<file path="config.mk">
export PLATFORM = sky130hd
export DESIGN_NAME = debug_port_master
export DESIGN_NICKNAME = d
export VERILOG_FILES = /design/src/rtl/debug_pkg.sv /design/src/rtl/debug_byte_packer.sv /design/src/rtl/debug_port_master.sv
export SDC_FILE = /design/constraint.sdc
export NUM_CORES = 1
export LEC_CHECK = 0
export BUFFER_PORTS_ARGS = -buffer_cell sky130_fd_sc_hd__buf_2
export CORE_MARGIN = 2
export CORE_UTILIZATION = 25
export DETAILED_ROUTE_END_ITERATION = 8
export PLACE_DENSITY = 0.54
export SLEW_MARGIN = 20
export SYNTH_ARGS = -nofsm -noshare
export SYNTH_HDL_FRONTEND = slang
export SYNTH_SLANG_ARGS = --single-unit
export TNS_END_PERCENT = 10
</file>
<file path="constraint.sdc">
create_clock -name clk -period 2.9 [get_ports clk]
set_clock_uncertainty 0.2 [all_clocks]
set_input_delay 0.145 -clock clk [delete_from_list [all_inputs] [get_ports clk]]
set_output_delay 0.145 -clock clk [all_outputs]
set_load 0.02 [all_outputs]
</file>
<file path="src/rtl/debug_pkg.sv">
// Shared definitions for the byte-stream debug port master: opcodes, FSM
// states and command field lengths.
package debug_pkg;

  localparam logic [7:0] OP_WR_IRAM = 8'h01;
  localparam logic [7:0] OP_WR_DRAM = 8'h02;
  localparam logic [7:0] OP_RD_IRAM = 8'h03;
  localparam logic [7:0] OP_RD_DRAM = 8'h04;

  localparam int WORD_BYTES = 4;
  localparam int ADDR_BYTES = WORD_BYTES;
  localparam int DATA_BYTES = WORD_BYTES;
  localparam int RESP_BYTES = WORD_BYTES;

  typedef enum logic [2:0] {
    IDLE  = 3'd0,
    ADDR  = 3'd1,
    DATA  = 3'd2,
    WRITE = 3'd3,
    RWAIT = 3'd4,
    SEND  = 3'd5
  } state_e;

  function automatic logic op_legal(input logic [7:0] op);
    return (op >= OP_WR_IRAM) && (op <= OP_RD_DRAM);
  endfunction

  function automatic logic op_is_write(input logic [7:0] op);
    return (op == OP_WR_IRAM) || (op == OP_WR_DRAM);
  endfunction

  function automatic logic op_is_dram(input logic [7:0] op);
    return (op == OP_WR_DRAM) || (op == OP_RD_DRAM);
  endfunction

endpackage

</file>
<file path="src/rtl/debug_byte_packer.sv">
// Assembles a 32-bit word from 4 bytes arriving LSB first; word_o already
// includes the byte being accepted so the caller can use it on the last beat.
module debug_byte_packer
  import debug_pkg::*;
(
  input  logic        clk_i,
  input  logic        rst_i,
  input  logic        clr_i,
  input  logic        shift_i,
  input  logic [7:0]  byte_i,
  output logic [31:0] word_o,
  output logic        last_o
);

  logic [31:0] word_q;
  logic [31:0] word_d;
  logic [1:0]  cnt_q;

  assign word_d = {byte_i, word_q[31:8]};
  assign word_o = shift_i ? word_d : word_q;
  assign last_o = shift_i && (cnt_q == 2'(WORD_BYTES - 1));

  always_ff @(posedge clk_i) begin
    if (rst_i) begin
      word_q <= 32'h0;
      cnt_q  <= 2'd0;
    end else if (clr_i) begin
      cnt_q <= 2'd0;
    end else if (shift_i) begin
      word_q <= word_d;
      cnt_q  <= cnt_q + 2'd1;
    end
  end

endmodule

</file>
<file path="src/rtl/debug_port_master.sv">
// Byte-stream command decoder driving the CPU instruction/data RAM debug
// ports: 1 opcode byte, 4 address bytes, 4 data bytes (writes), 4 reply bytes (reads).
module debug_port_master
  import debug_pkg::*;
#(
  parameter int RD_LATENCY = 1
) (
  input  logic        clk,
  input  logic        rst,
  // rx/tx: a byte moves on a rising edge where valid && ready; the sender
  // keeps data stable while valid is high and ready is low.
  input  logic [7:0]  rx_data,
  input  logic        rx_valid,
  output logic        rx_ready,
  output logic [7:0]  tx_data,
  output logic        tx_valid,
  input  logic        tx_ready,
  output logic [31:0] iram_a2,
  output logic [31:0] iram_wd2,
  output logic [3:0]  iram_we2,
  input  logic [31:0] iram_rd2,
  output logic [31:0] dram_a2,
  output logic [31:0] dram_wd2,
  output logic [3:0]  dram_we2,
  input  logic [31:0] dram_rd2,
  output logic        busy,
  output logic        err,
  output state_e      dbg_state_o
);

  // RD_LATENCY must be at least 1; RWAIT counts down from this value.
  localparam logic [7:0] WAIT_INIT = 8'(RD_LATENCY - 1);

  state_e      state_q;
  logic        write_q;
  logic        dram_q;
  logic [7:0]  wait_q;
  logic [31:0] resp_q;
  logic [1:0]  send_cnt_q;
  logic [7:0]  tx_data_q;
  logic        err_q;
  logic [31:0] iram_a2_q, iram_wd2_q, dram_a2_q, dram_wd2_q;
  logic [3:0]  iram_we2_q, dram_we2_q;

  logic        rx_fire;
  logic        addr_shift, data_shift, pack_clr;
  logic [31:0] addr_word, data_word;
  logic        addr_last, data_last;
  logic [31:0] rd_word;

  assign rx_ready = (state_q == IDLE) || (state_q == ADDR) || (state_q == DATA);
  assign rx_fire  = rx_valid && rx_ready;
  assign tx_valid = (state_q == SEND);
  assign busy     = (state_q != IDLE);

  assign pack_clr   = rx_fire && (state_q == IDLE);
  assign addr_shift = rx_fire && (state_q == ADDR);
  assign data_shift = rx_fire && (state_q == DATA);
  assign rd_word    = dram_q ? dram_rd2 : iram_rd2;

  debug_byte_packer u_addr_packer (
    .clk_i   (clk),
    .rst_i   (rst),
    .clr_i   (pack_clr),
    .shift_i (addr_shift),
    .byte_i  (rx_data),
    .word_o  (addr_word),
    .last_o  (addr_last)
  );

  debug_byte_packer u_data_packer (
    .clk_i   (clk),
    .rst_i   (rst),
    .clr_i   (pack_clr),
    .shift_i (data_shift),
    .byte_i  (rx_data),
    .word_o  (data_word),
    .last_o  (data_last)
  );

  always_ff @(posedge clk) begin
    if (rst) begin
      state_q    <= IDLE;
      write_q    <= 1'b0;
      dram_q     <= 1'b0;
      wait_q     <= 8'h0;
      resp_q     <= 32'h0;
      send_cnt_q <= 2'd0;
      tx_data_q  <= 8'h0;
      err_q      <= 1'b0;
      iram_a2_q  <= 32'h0;
      iram_wd2_q <= 32'h0;
      iram_we2_q <= 4'h0;
      dram_a2_q  <= 32'h0;
      dram_wd2_q <= 32'h0;
      dram_we2_q <= 4'h0;
    end else begin
      case (state_q)
        IDLE: begin
          if (rx_fire) begin
            if (op_legal(rx_data)) begin
              write_q <= op_is_write(rx_data);
              dram_q  <= op_is_dram(rx_data);
              state_q <= ADDR;
            end else begin
              err_q <= 1'b1;
            end
          end
        end
        ADDR: begin
          if (addr_last) begin
            if (write_q) begin
              state_q <= DATA;
            end else begin
              // Address goes out on the same edge RWAIT starts, so the
              // latency count begins with a stable a2.
              state_q <= RWAIT;
              wait_q  <= WAIT_INIT;
              if (dram_q) dram_a2_q <= addr_word;
              else        iram_a2_q <= addr_word;
            end
          end
        end
        DATA: begin
          if (data_last) begin
            state_q <= WRITE;
            if (dram_q) begin
              dram_a2_q  <= addr_word;
              dram_wd2_q <= data_word;
              dram_we2_q <= 4'hF;
            end else begin
              iram_a2_q  <= addr_word;
              iram_wd2_q <= data_word;
              iram_we2_q <= 4'hF;
            end
          end
        end
        WRITE: begin
          iram_we2_q <= 4'h0;
          dram_we2_q <= 4'h0;
          state_q    <= IDLE;
        end
        RWAIT: begin
          if (wait_q == 8'h0) begin
            tx_data_q  <= rd_word[7:0];
            resp_q     <= {8'h0, rd_word[31:8]};
            send_cnt_q <= 2'd0;
            state_q    <= SEND;
          end else begin
            wait_q <= wait_q - 8'h1;
          end
        end
        SEND: begin
          if (tx_ready) begin
            if (send_cnt_q == 2'(RESP_BYTES - 1)) begin
              state_q <= IDLE;
            end else begin
              tx_data_q  <= resp_q[7:0];
              resp_q     <= {8'h0, resp_q[31:8]};
              send_cnt_q <= send_cnt_q + 2'd1;
            end
          end
        end
        default: state_q <= IDLE;
      endcase
    end
  end

  // Reset kills an in-flight write strobe in the very cycle it is asserted.
  assign iram_we2    = rst ? 4'h0 : iram_we2_q;
  assign dram_we2    = rst ? 4'h0 : dram_we2_q;
  assign iram_a2     = iram_a2_q;
  assign iram_wd2    = iram_wd2_q;
  assign dram_a2     = dram_a2_q;
  assign dram_wd2    = dram_wd2_q;
  assign tx_data     = tx_data_q;
  assign err         = err_q;
  assign dbg_state_o = state_q;

endmodule

</file>
==> results.sh <==
export IMPL_grt_max_degree=73
export IMPL_drt_first_iter_violations=343
export IMPL_fin_crit_sh_pct=85.9
export IMPL_tns_ns=0
export IMPL_switching_power_mw=1.56
export IMPL_finalNonFillerCells=1908
export IMPL_ir_worst_vdd_v=0.000360
export IMPL_nets=1442
export IMPL_fillers=4095
export IMPL_clockRootBuffer="clkbuf_16"
export IMPL_r2r_setup_slack_ns=0.41
export IMPL_path_max_fanout=21
export IMPL_ctsHtreeMaxLevel=1
export IMPL_endpoint_kind="flop"
export IMPL_finalHoldViolCount=0
export IMPL_place_congestion=0.723
export IMPL_io_buffers=226
export IMPL_drc=0
export IMPL_crit_path_cell_trace="buf_4 -> mux2i_1 -> dlygate4sd3_1 -> nand2_1 -> o221ai_1 -> a21oi_2"
export IMPL_cts_repair_resized=0
export IMPL_final_common_cell="nand2_1"
export IMPL_slowest_stage="dfxtp_2"
export IMPL_worstMarginPinSlew_ns=0.727
export IMPL_yosysUniqueCellTypes=57
export IMPL_track_usage_pct=13.8
export IMPL_seq_area_um2=4770
export IMPL_crit_path_start="dram_q"
export IMPL_ys_flop_type="dfxtp_1"
export IMPL_grt_pass1_wl_mm=46.0
export IMPL_avgSynthCellArea_um2=9.04
export IMPL_first_global_vias=8196
export IMPL_rsz0062_at_grt="no"
export IMPL_diodes=0
export IMPL_dp_cells=1780
export IMPL_rr_endpoint="resp_q[3]"
export IMPL_slew_headroom_pct=51.5
export IMPL_synth_warnings=0
export IMPL_antenna_found_initial=1
export IMPL_hpwl_mm=19.0
export IMPL_hold_path_class="reg -> reg"
export IMPL_status="finished, final reports clean"
export IMPL_p_int_mw=5.72
export IMPL_vias=8461
export IMPL_multiInputGateArea_um2=4600
export IMPL_max_stage_delay_ns=0.62
export IMPL_ff2ff_path_depth=6
export IMPL_worstSetupEndpoint="resp_q[3]"
export IMPL_drive_above_1_share_pct=27.2
export IMPL_synthesis_nets=1181
export IMPL_combPwrFrac_pct=3.7
export IMPL_die_h_um=203
export IMPL_ys_ff_latch=238
export IMPL_clk_latency_ns=0.54
export IMPL_sw_frac_of_total_pct=21.5
export IMPL_drt_pass1_iter_count=4
export IMPL_finalCriticalPeriod_ns=2.49
export IMPL_viasPerCell=4.43
export IMPL_cts_tree="done"
export IMPL_crit_required_ns=3.10
export IMPL_cap_viol_max_count=0
export IMPL_cts_buffers=29
export IMPL_grt_overflow_total=0
export IMPL_synth_edff_count=0
export IMPL_clkTransAtPathRegs_ns=0.06
export IMPL_cts_sinks=238
export IMPL_critPathLaunchType="flop"
export IMPL_syn_to_final_growth_pct=33.2
export IMPL_die_x_um=203
export IMPL_layout_common_cells="nand2_1 (278), dfxtp_1 (237), buf_2 (225), mux2i_1 (120), dlygate4sd3_1 (75)"
export IMPL_die_area_um2=41400
export IMPL_power_frac_seq_pct=45.0
export IMPL_timing_fmax_mhz=401
export IMPL_cts_path_max_buffers=3
export IMPL_num_rows=73
export IMPL_core_um2=39500
export IMPL_p_leak_nw=6.02
export IMPL_slew_violations=0
export IMPL_syn_inst=1100
export IMPL_floorplan_initialDensity_pct=25.2
export IMPL_clkPwrFrac_pct=51.3
export IMPL_p_per_area_nw_per_um2=549
export IMPL_wl_mm=29.2
export IMPL_worstPathArrival_ns=2.70
export IMPL_ys_seq_area_share_pct=47.9
export IMPL_ant_nets=0
export IMPL_critPathKind="reg -> reg"
export IMPL_reg2reg_from="dram_q"
export IMPL_ios=227
export IMPL_async_flop_share_pct=0
export IMPL_routedWlPerCell_um=15.3
export IMPL_setup_viol_count_final=0
export IMPL_synth_area_um2=9950
worst max-delay path: cells and delay by family, from the launching register on:
kind                   cells  cell delay [ns]
flip-flops                 1             0.62
multiplexers               1             0.26
AND/OR/NAND/NOR            1             0.07
buffers and inverters      2             0.98
AO/OA/AOI/OAI              2             0.20
how the worst min path moves through the flow:
stage	cells after the start	slack [ns]	from	to
detailed placement	2	0.24	dram_wd2[3]	dram_wd2[3]
floorplan	2	0.08	rx_data[3]	u_data_packer.word_q[27]
global route	2	0.27	dram_wd2[31]	dram_wd2[31]
CTS	2	0.25	dram_wd2[3]	dram_wd2[3]
global placement	2	0.24	dram_wd2[3]	dram_wd2[3]
finish	2	0.25	dram_wd2[29]	dram_wd2[29]
registers in the layout, summed over array words and instances, names as in the netlist, 2 cells and up:
register              flops
dram_a2                  32
dram_wd2                 32
iram_a2                  32
iram_wd2                 32
u_addr_packer.word_q     32
resp_q                   24
u_data_packer.word_q     24
tx_data                   8
wait_q                    8
dbg_state_o               3
send_cnt_q                2
u_addr_packer.cnt_q       2
u_data_packer.cnt_q       2
cells in the mapped netlist, types with 2 or more instances:
library cell | instances | area share [%]
o2bb2ai_1 | 2 | 0.18
ha_1 | 5 | 0.63
buf_4 | 6 | 0.45
nand3_1 | 15 | 0.75
o211ai_1 | 3 | 0.23
clkbuf_1 | 50 | 1.9
or2_2 | 3 | 0.19
nand2_1 | 278 | 10
o221ai_1 | 24 | 2.1
a21o_1 | 32 | 2.4
o2111ai_1 | 3 | 0.26
nor2_1 | 45 | 1.7
inv_1 | 39 | 1.5
nor2b_1 | 5 | 0.31
buf_1 | 5 | 0.19
nor3_1 | 2 | 0.10
nand4bb_1 | 2 | 0.23
nand4_1 | 2 | 0.13
nor4bb_1 | 3 | 0.30
a21oi_2 | 28 | 2.5
xor2_1 | 4 | 0.35
mux2i_1 | 120 | 12
a31oi_1 | 2 | 0.13
a2111o_1 | 2 | 0.23
or3_1 | 2 | 0.13
buf_2 | 25 | 1.3
buf_6 | 8 | 0.91
mux2_2 | 8 | 0.91
o21ai_0 | 5 | 0.25
or3b_2 | 2 | 0.18
nand3_2 | 30 | 3.0
dfxtp_1 | 238 | 48
nand3b_1 | 4 | 0.30
a211oi_1 | 2 | 0.15
nand2b_1 | 2 | 0.13
o21a_1 | 2 | 0.15
o21ai_1 | 2 | 0.10
a21oi_1 | 69 | 3.5
xnor2_1 | 3 | 0.26
repair_timing:
item / in CTS / in global routing
endpoints found under the setup margin: 0 / 0
setup buffers: 0 / 0
hold buffers: 75 / 0
hold endpoints to repair: 86 / 0
final cells by class:
cell class	count	area share [%]
sequential	238	36.0
multi-input combinational	728	34.7
timing repair buffer	324	15.7
clock buffer	37	5.78
tap	525	4.96
clock inverter	16	1.66
inverter	40	1.13
metrics by stage:
| stage | area [um2] | worst slack (ns) | utilization, % | hold slack, ns | power [mW] |
|---|---|---|---|---|---|
| 2_1_floorplan | 9950 | 0.663 | - | 0.0810 | 3.43 |
| 3_3_place_gp | 11500 | 0.579 | 29.1 | 0.240 | 3.54 |
| 3_5_place_dp | 11500 | 0.523 | 29.1 | 0.244 | 3.54 |
| 4_1_cts | 13200 | 0.326 | 33.5 | 0.252 | 7.40 |
| 5_1_grt | 13200 | 0.218 | 33.5 | 0.266 | 7.57 |
| 6_report | 13200 | 0.408 | 33.5 | 0.248 | 7.28 |
metal layers:
metal	GRT usage (%)	share of wire, %	wire length [um]	up-vias
met5	0	0.038	11	-
met4	3.15	1.9	561	2
met3	3.50	6.2	1800	43
met2	22.3	45	13100	215
met1	18.5	47	13700	3982
li1	-	-	-	4219
power groups by stage:
stage               registers (mW)  clock network (mW)  logic (mW)
floorplan                     3.34                   0      0.0894
global route                  3.27                4.00       0.296
finish                        3.27                3.73       0.271
CTS                           3.27                3.86       0.273
global placement              3.34                   0       0.192
detailed placement            3.34                   0       0.194
cell families (layout without fill, tap and decap cells):
logic type,Yosys count,after routing,share of synthesized area [%]
muxes,128,128,13.0
buffers and inverters,134,417,6.20
adders and majority gates,5,5,0.629
AOI/OAI and AO/OA,181,181,12.6
DFF,238,238,47.9
xor gates and xnor gates,7,7,0.616
and+or+nand+nor,407,407,19.1
Power figures use the tool's default switching activity.
